`config.mk`:
```
export PLATFORM = sky130hd
export DESIGN_NAME = ssds_display_arbiter
export DESIGN_NICKNAME = d
export VERILOG_FILES = /design/src/rtl/ssds_display_arbiter.sv
export SDC_FILE = /design/constraint.sdc
export NUM_CORES = 1
export LEC_CHECK = 0
export ABC_AREA = 1
export ABC_CLOCK_PERIOD_IN_PS = 4800
export CORE_MARGIN = 3
export CORE_UTILIZATION = 50
export DETAILED_ROUTE_END_ITERATION = 12
export GPL_ROUTABILITY_DRIVEN = 0
export GPL_TIMING_DRIVEN = 0
export PLACE_DENSITY_LB_ADDON = 0.3
export SETUP_SLACK_MARGIN = 0.15
export SLEW_MARGIN = 20
export SYNTH_ARGS = -nofsm -noshare
export SYNTH_HDL_FRONTEND = slang
export SYNTH_SLANG_ARGS = --single-unit
```
`constraint.sdc`:
```
create_clock -name refresh_clk -period 4.8 [get_ports refresh_clk]
set_clock_uncertainty 0.2 [all_clocks]
set_input_delay 0.72 -clock refresh_clk [delete_from_list [all_inputs] [get_ports refresh_clk]]
set_output_delay 0.72 -clock refresh_clk [all_outputs]
set_load 0.05 [all_outputs]
```
`src/rtl/ssds_display_arbiter.sv`:
```
// Round-robin, time-sliced owner selection for a shared 4-digit seven-segment display.
// Each owner change passes through a single blank tick, so frames from two sources never mix.
module ssds_display_arbiter #(
  parameter int REQUESTERS  = 4,
  parameter int SLICE_TICKS = 240
) (
  input  logic                          refresh_clk,
  input  logic                          rst,
  input  logic [REQUESTERS-1:0]         req,
  input  logic [32*REQUESTERS-1:0]      frames,
  output logic [REQUESTERS-1:0]         grant,
  output logic [$clog2(REQUESTERS)-1:0] owner,
  output logic                          busy,
  output logic [6:0]                    digit_0,
  output logic [6:0]                    digit_1,
  output logic [6:0]                    digit_2,
  output logic [6:0]                    digit_3,
  output logic [3:0]                    dots,
  output logic                          en
);

  localparam int OW = $clog2(REQUESTERS);
  localparam int CW = $clog2(SLICE_TICKS + 1);

  typedef enum logic [1:0] {
    S_IDLE    = 2'd0,
    S_GRANTED = 2'd1,
    S_SWITCH  = 2'd2
  } state_t;

  state_t          state;
  logic [OW-1:0]   rr;
  logic [CW-1:0]   slice_cnt;

  logic            pick_found;
  logic [OW-1:0]   pick_idx;
  logic [REQUESTERS-1:0] owner_oh;
  logic            others_pending;
  logic            release_now;
  logic            preempt_now;
  logic [31:0]     win_frame;
  logic [31:0]     own_frame;

  // First set request strictly after pointer p, wrapping; returns {found, index}.
  function automatic logic [OW:0] rr_pick(input logic [REQUESTERS-1:0] r,
                                          input logic [OW-1:0] p);
    logic          found;
    logic [OW-1:0] idx;
    int            c;
    found = 1'b0;
    idx   = '0;
    for (int k = 1; k <= REQUESTERS; k++) begin
      c = (int'(p) + k) % REQUESTERS;
      if (!found && r[c]) begin
        found = 1'b1;
        idx   = OW'(c);
      end
    end
    return {found, idx};
  endfunction

  function automatic logic [REQUESTERS-1:0] onehot(input logic [OW-1:0] i);
    logic [REQUESTERS-1:0] v;
    v    = '0;
    v[i] = 1'b1;
    return v;
  endfunction

  always_comb begin
    {pick_found, pick_idx} = rr_pick(req, rr);
    owner_oh       = onehot(owner);
    others_pending = |(req & ~owner_oh);
    release_now    = !req[owner];
    preempt_now    = others_pending && (slice_cnt == CW'(SLICE_TICKS - 1));
    win_frame      = frames[32*int'(pick_idx) +: 32];
    own_frame      = frames[32*int'(owner) +: 32];
  end

  always_ff @(posedge refresh_clk or posedge rst) begin
    if (rst) begin
      state     <= S_IDLE;
      rr        <= OW'(REQUESTERS - 1);
      slice_cnt <= '0;
      grant     <= '0;
      owner     <= '0;
      busy      <= 1'b0;
      en        <= 1'b0;
      digit_0   <= '0;
      digit_1   <= '0;
      digit_2   <= '0;
      digit_3   <= '0;
      dots      <= '0;
    end else begin
      case (state)
        S_IDLE, S_SWITCH: begin
          slice_cnt <= '0;
          if (pick_found) begin
            state   <= S_GRANTED;
            rr      <= pick_idx;
            owner   <= pick_idx;
            grant   <= onehot(pick_idx);
            busy    <= 1'b1;
            en      <= 1'b1;
            digit_0 <= win_frame[6:0];
            digit_1 <= win_frame[13:7];
            digit_2 <= win_frame[20:14];
            digit_3 <= win_frame[27:21];
            dots    <= win_frame[31:28];
          end else begin
            state <= S_IDLE;
            grant <= '0;
            busy  <= 1'b0;
            en    <= 1'b0;
          end
        end
        S_GRANTED: begin
          // Owner frame is re-sampled every tick, giving a fixed one-tick lag.
          digit_0 <= own_frame[6:0];
          digit_1 <= own_frame[13:7];
          digit_2 <= own_frame[20:14];
          digit_3 <= own_frame[27:21];
          dots    <= own_frame[31:28];
          if (release_now || preempt_now) begin
            state     <= S_SWITCH;
            grant     <= '0;
            busy      <= 1'b0;
            en        <= 1'b0;
            slice_cnt <= '0;
          end else if (!others_pending) begin
            slice_cnt <= '0;
          end else if (slice_cnt != CW'(SLICE_TICKS)) begin
            slice_cnt <= slice_cnt + 1'b1;
          end
        end
        default: begin
          state <= S_IDLE;
          grant <= '0;
          busy  <= 1'b0;
          en    <= 1'b0;
        end
      endcase
    end
  end

endmodule

```
==> impl_metrics.toml <==
[setup_path]
cp_common_cell = "nand2_1"
cp_top_family = "simple AND/OR/NAND/NOR gates"
worstPathCellList = "clkdlybuf4s50_1, inv_1, nand2_1, nand3_1, nand2_1, nor2_4, nand3_2, nand2_1, inv_2, nor2_8, buf_2, a31oi_1, nand2_1, nand2_1"
startpoint_type = "input port"
required_ns = 4.82
cp_num_buf_inv = 4
path_max_fanout = 10
slowest_delay_ns = 0.43
slowest_stage = "clkdlybuf4s50_1"
cp-end-kind = "register"
critPathKind = "in -> reg"
crit_arrival_ns = 2.86

[placement]
portBuffers = 173
dpl.hpwl_mm = 14.5

[synthesis]
synthCells = 865
syn_area_per_cell_um2 = 5.71
yosysSeqAreaShare_pct = 25.4
ys_ff_latch = 50
yosysWarnings = 0
async_reset_ff_share_pct = 100
synth.distinct_cells = 33
syn_nets = 1001
synth_ff_type = "dfrtp_1"
synth_area_um2 = 4940
synth-edff-count = 0

[global_routing]
grt_pass1_wl_mm = 31.2
grt_usage_pct = 34.8
grt_max_degree = 35
antenna_found_initial = 0
first_global_vias = 6313
overflow = 0

[die]
placementRows = 35
pin_count = 174
core_area_um2 = 9420
die_w_um = 105
dieArea_um2 = 11100
initial_core_util_pct = 52.5
die_h_um = 105

[cells_and_area]
n_fill_cell = 786
antenna_cells = 0
drive_above_1_share_pct = 6.02
area_delta_synth_final_pct = 40.5
postLayoutCoreUtil_pct = 73.7
finalNetCount = 1182

[route]
routed_wl_mm = 19.6
vias = 6628
first_pass_iters = 6
detail-route-antenna-nets = 0
drc = 0
post_drt_wl_per_cell_um = 16.7
via_per_inst = 5.64
drt_iter0_drc = 875

[power]
total_power_w = 0.00588
power.leakage_nw = 3.57
ir_drop_uv = 517
powerDensity_nw_per_um2 = 848

[cts]
postCtsHoldBufs = 0
postCtsSetupRepairBufs = 0
cts_tree = "done"
clk_pin_slew_ns = 0.10
clock_latency_ns = 0.32
cts_resized = 0
numCtsBuffers = 5
clk_path_buf_depth = 2
clockRootBuffer = "clkbuf_8"
htree_levels = 2
clkSinkCount = 50

[sta]
timing.final.crit_share_pct = 59.1
hold_viol_final = 0
setup_violations = 0
fin_crit_ns = 2.83
maxSlewHeadroom_pct = 46.1
rsz0062_at_grt = "false"
fmax_mhz = 353
tightest_slew_ns = 0.808
fin_tns_setup_ns = 0
maxSlewViolCount = 0

[min_path]
min_path_type = "reg -> reg"

[run_status]
outcome = "complete, no violations"

[run]
max_cap_viol_count = 0
[synthesized netlist by cell type (2+ instances only)]
master	count	area, um^2
nor2_4	2	22.5
nand2_1	254	953
nand4_1	2	12.5
buf_2	23	115
buf_4	6	45.0
inv_1	153	574
nor2_2	4	25.0
o22ai_1	16	100
nor3_1	10	50.1
ha_1	2	25.0
dfstp_2	2	52.6
o21ai_1	2	10.0
nor2_1	29	109
buf_6	7	78.8
nand3_1	171	856
clkbuf_1	15	56.3
o21ai_0	36	180
nand2_2	3	18.8
a2111oi_0	5	43.8
a21oi_1	50	250
buf_1	3	11.3
nor4_1	2	12.5
inv_2	5	18.8
a31oi_1	7	43.8
dfrtp_1	48	1200
[worst paths after layout]
kind / end / slack (ns) / from / cells past startpoint
max in group asynchronous: rr[0] / 3.31 / rst / 3
min in group asynchronous: digit_1[0] / 0.49 / rst / 2
max: digit_3[5] / 1.97 / req[3] / 14
max reg2reg: digit_3[5] / 2.15 / rr[1] / 15
min: digit_2[1] / 0.29 / digit_2[1] / 2
min reg2reg: digit_2[1] / 0.29 / digit_2[1] / 2
[registers in the layout, indices dropped and copies added, names as in the netlist]
| signal | cells |
|---|---|
| digit_2 | 7 |
| digit_0 | 7 |
| slice_cnt | 8 |
| digit_3 | 7 |
| state | 1 |
| rr | 2 |
| dots | 4 |
| digit_1 | 7 |
| grant | 4 |
| owner | 2 |
| en | 1 |
[worst reg2reg max path, delay by kind of cell (launching register included)]
kind	cells	cell delay, ns
DFF	1	0.52
and+or+nand+nor	10	1.06
buffers and inverters	4	0.70
AOI/OAI and AO/OA	1	0.08
[logic make-up after synthesis]
| kind of cell | synth area share [%] |
|---|---|
| adders and majority gates | 0.506 |
| and+or+nand+nor | 42.3 |
| AOI/OAI and AO/OA | 13.4 |
| xor gates and xnor gates | 0.177 |
| DFF | 25.4 |
| buffers and inverters | 18.3 |
[final cells by class]
class | count | area, um^2 | area share (%)
Timing Repair Buffer | 174 | 1750 | 25.2
Clock buffer | 6 | 72.6 | 1.05
Sequential cell | 50 | 1250 | 18.1
Buffer | 54 | 307 | 4.42
Multi-Input combinational cell | 602 | 2780 | 40.1
Clock inverter | 2 | 13.8 | 0.198
Inverter | 159 | 597 | 8.60
Tap cell | 129 | 161 | 2.33
[cell usage in the layout, fill, tap and decap left out, drive strengths merged, types with 3 or more instances in the layout]
cell type	instances
o21ai	38
inv	158
clkbuf	21
a2111oi	5
clkinv	3
nand2	257
o22ai	16
dfrtp	48
a31oi	7
nand3	172
clkdlybuf4s50	173
buf	40
nor3	10
a21oi	50
nor2	36
[where the power goes]
part           leakage (nW)  total [W]  switching (W)  internal (W)
registers             0.617   0.000755       0.000120      0.000635
clock network        0.0452   0.000266       0.000163      0.000104
logic                  2.90    0.00486        0.00328       0.00159
[stage by stage]
step	instance area, um^2	worst slack [ns]	instances	hold slack, ns
finish	6940	1.97	1176	0.290
global route	6940	1.79	1176	0.315
CTS	6940	2.00	1176	0.293
detailed placement	6850	1.67	1168	0.267
global placement	6830	1.60	1167	0.262
floorplan	4940	2.49	865	0.274
[routing by layer]
layer	vias up	global-route usage (%)	wire [um]
li1	3122	-	-
met1	2884	45.6	7350
met2	539	55.3	8920
met3	83	6.00	2490
met4	0	17.0	855
met5	-	0	0
Note: power is estimated with default switching activity, not from simulation.
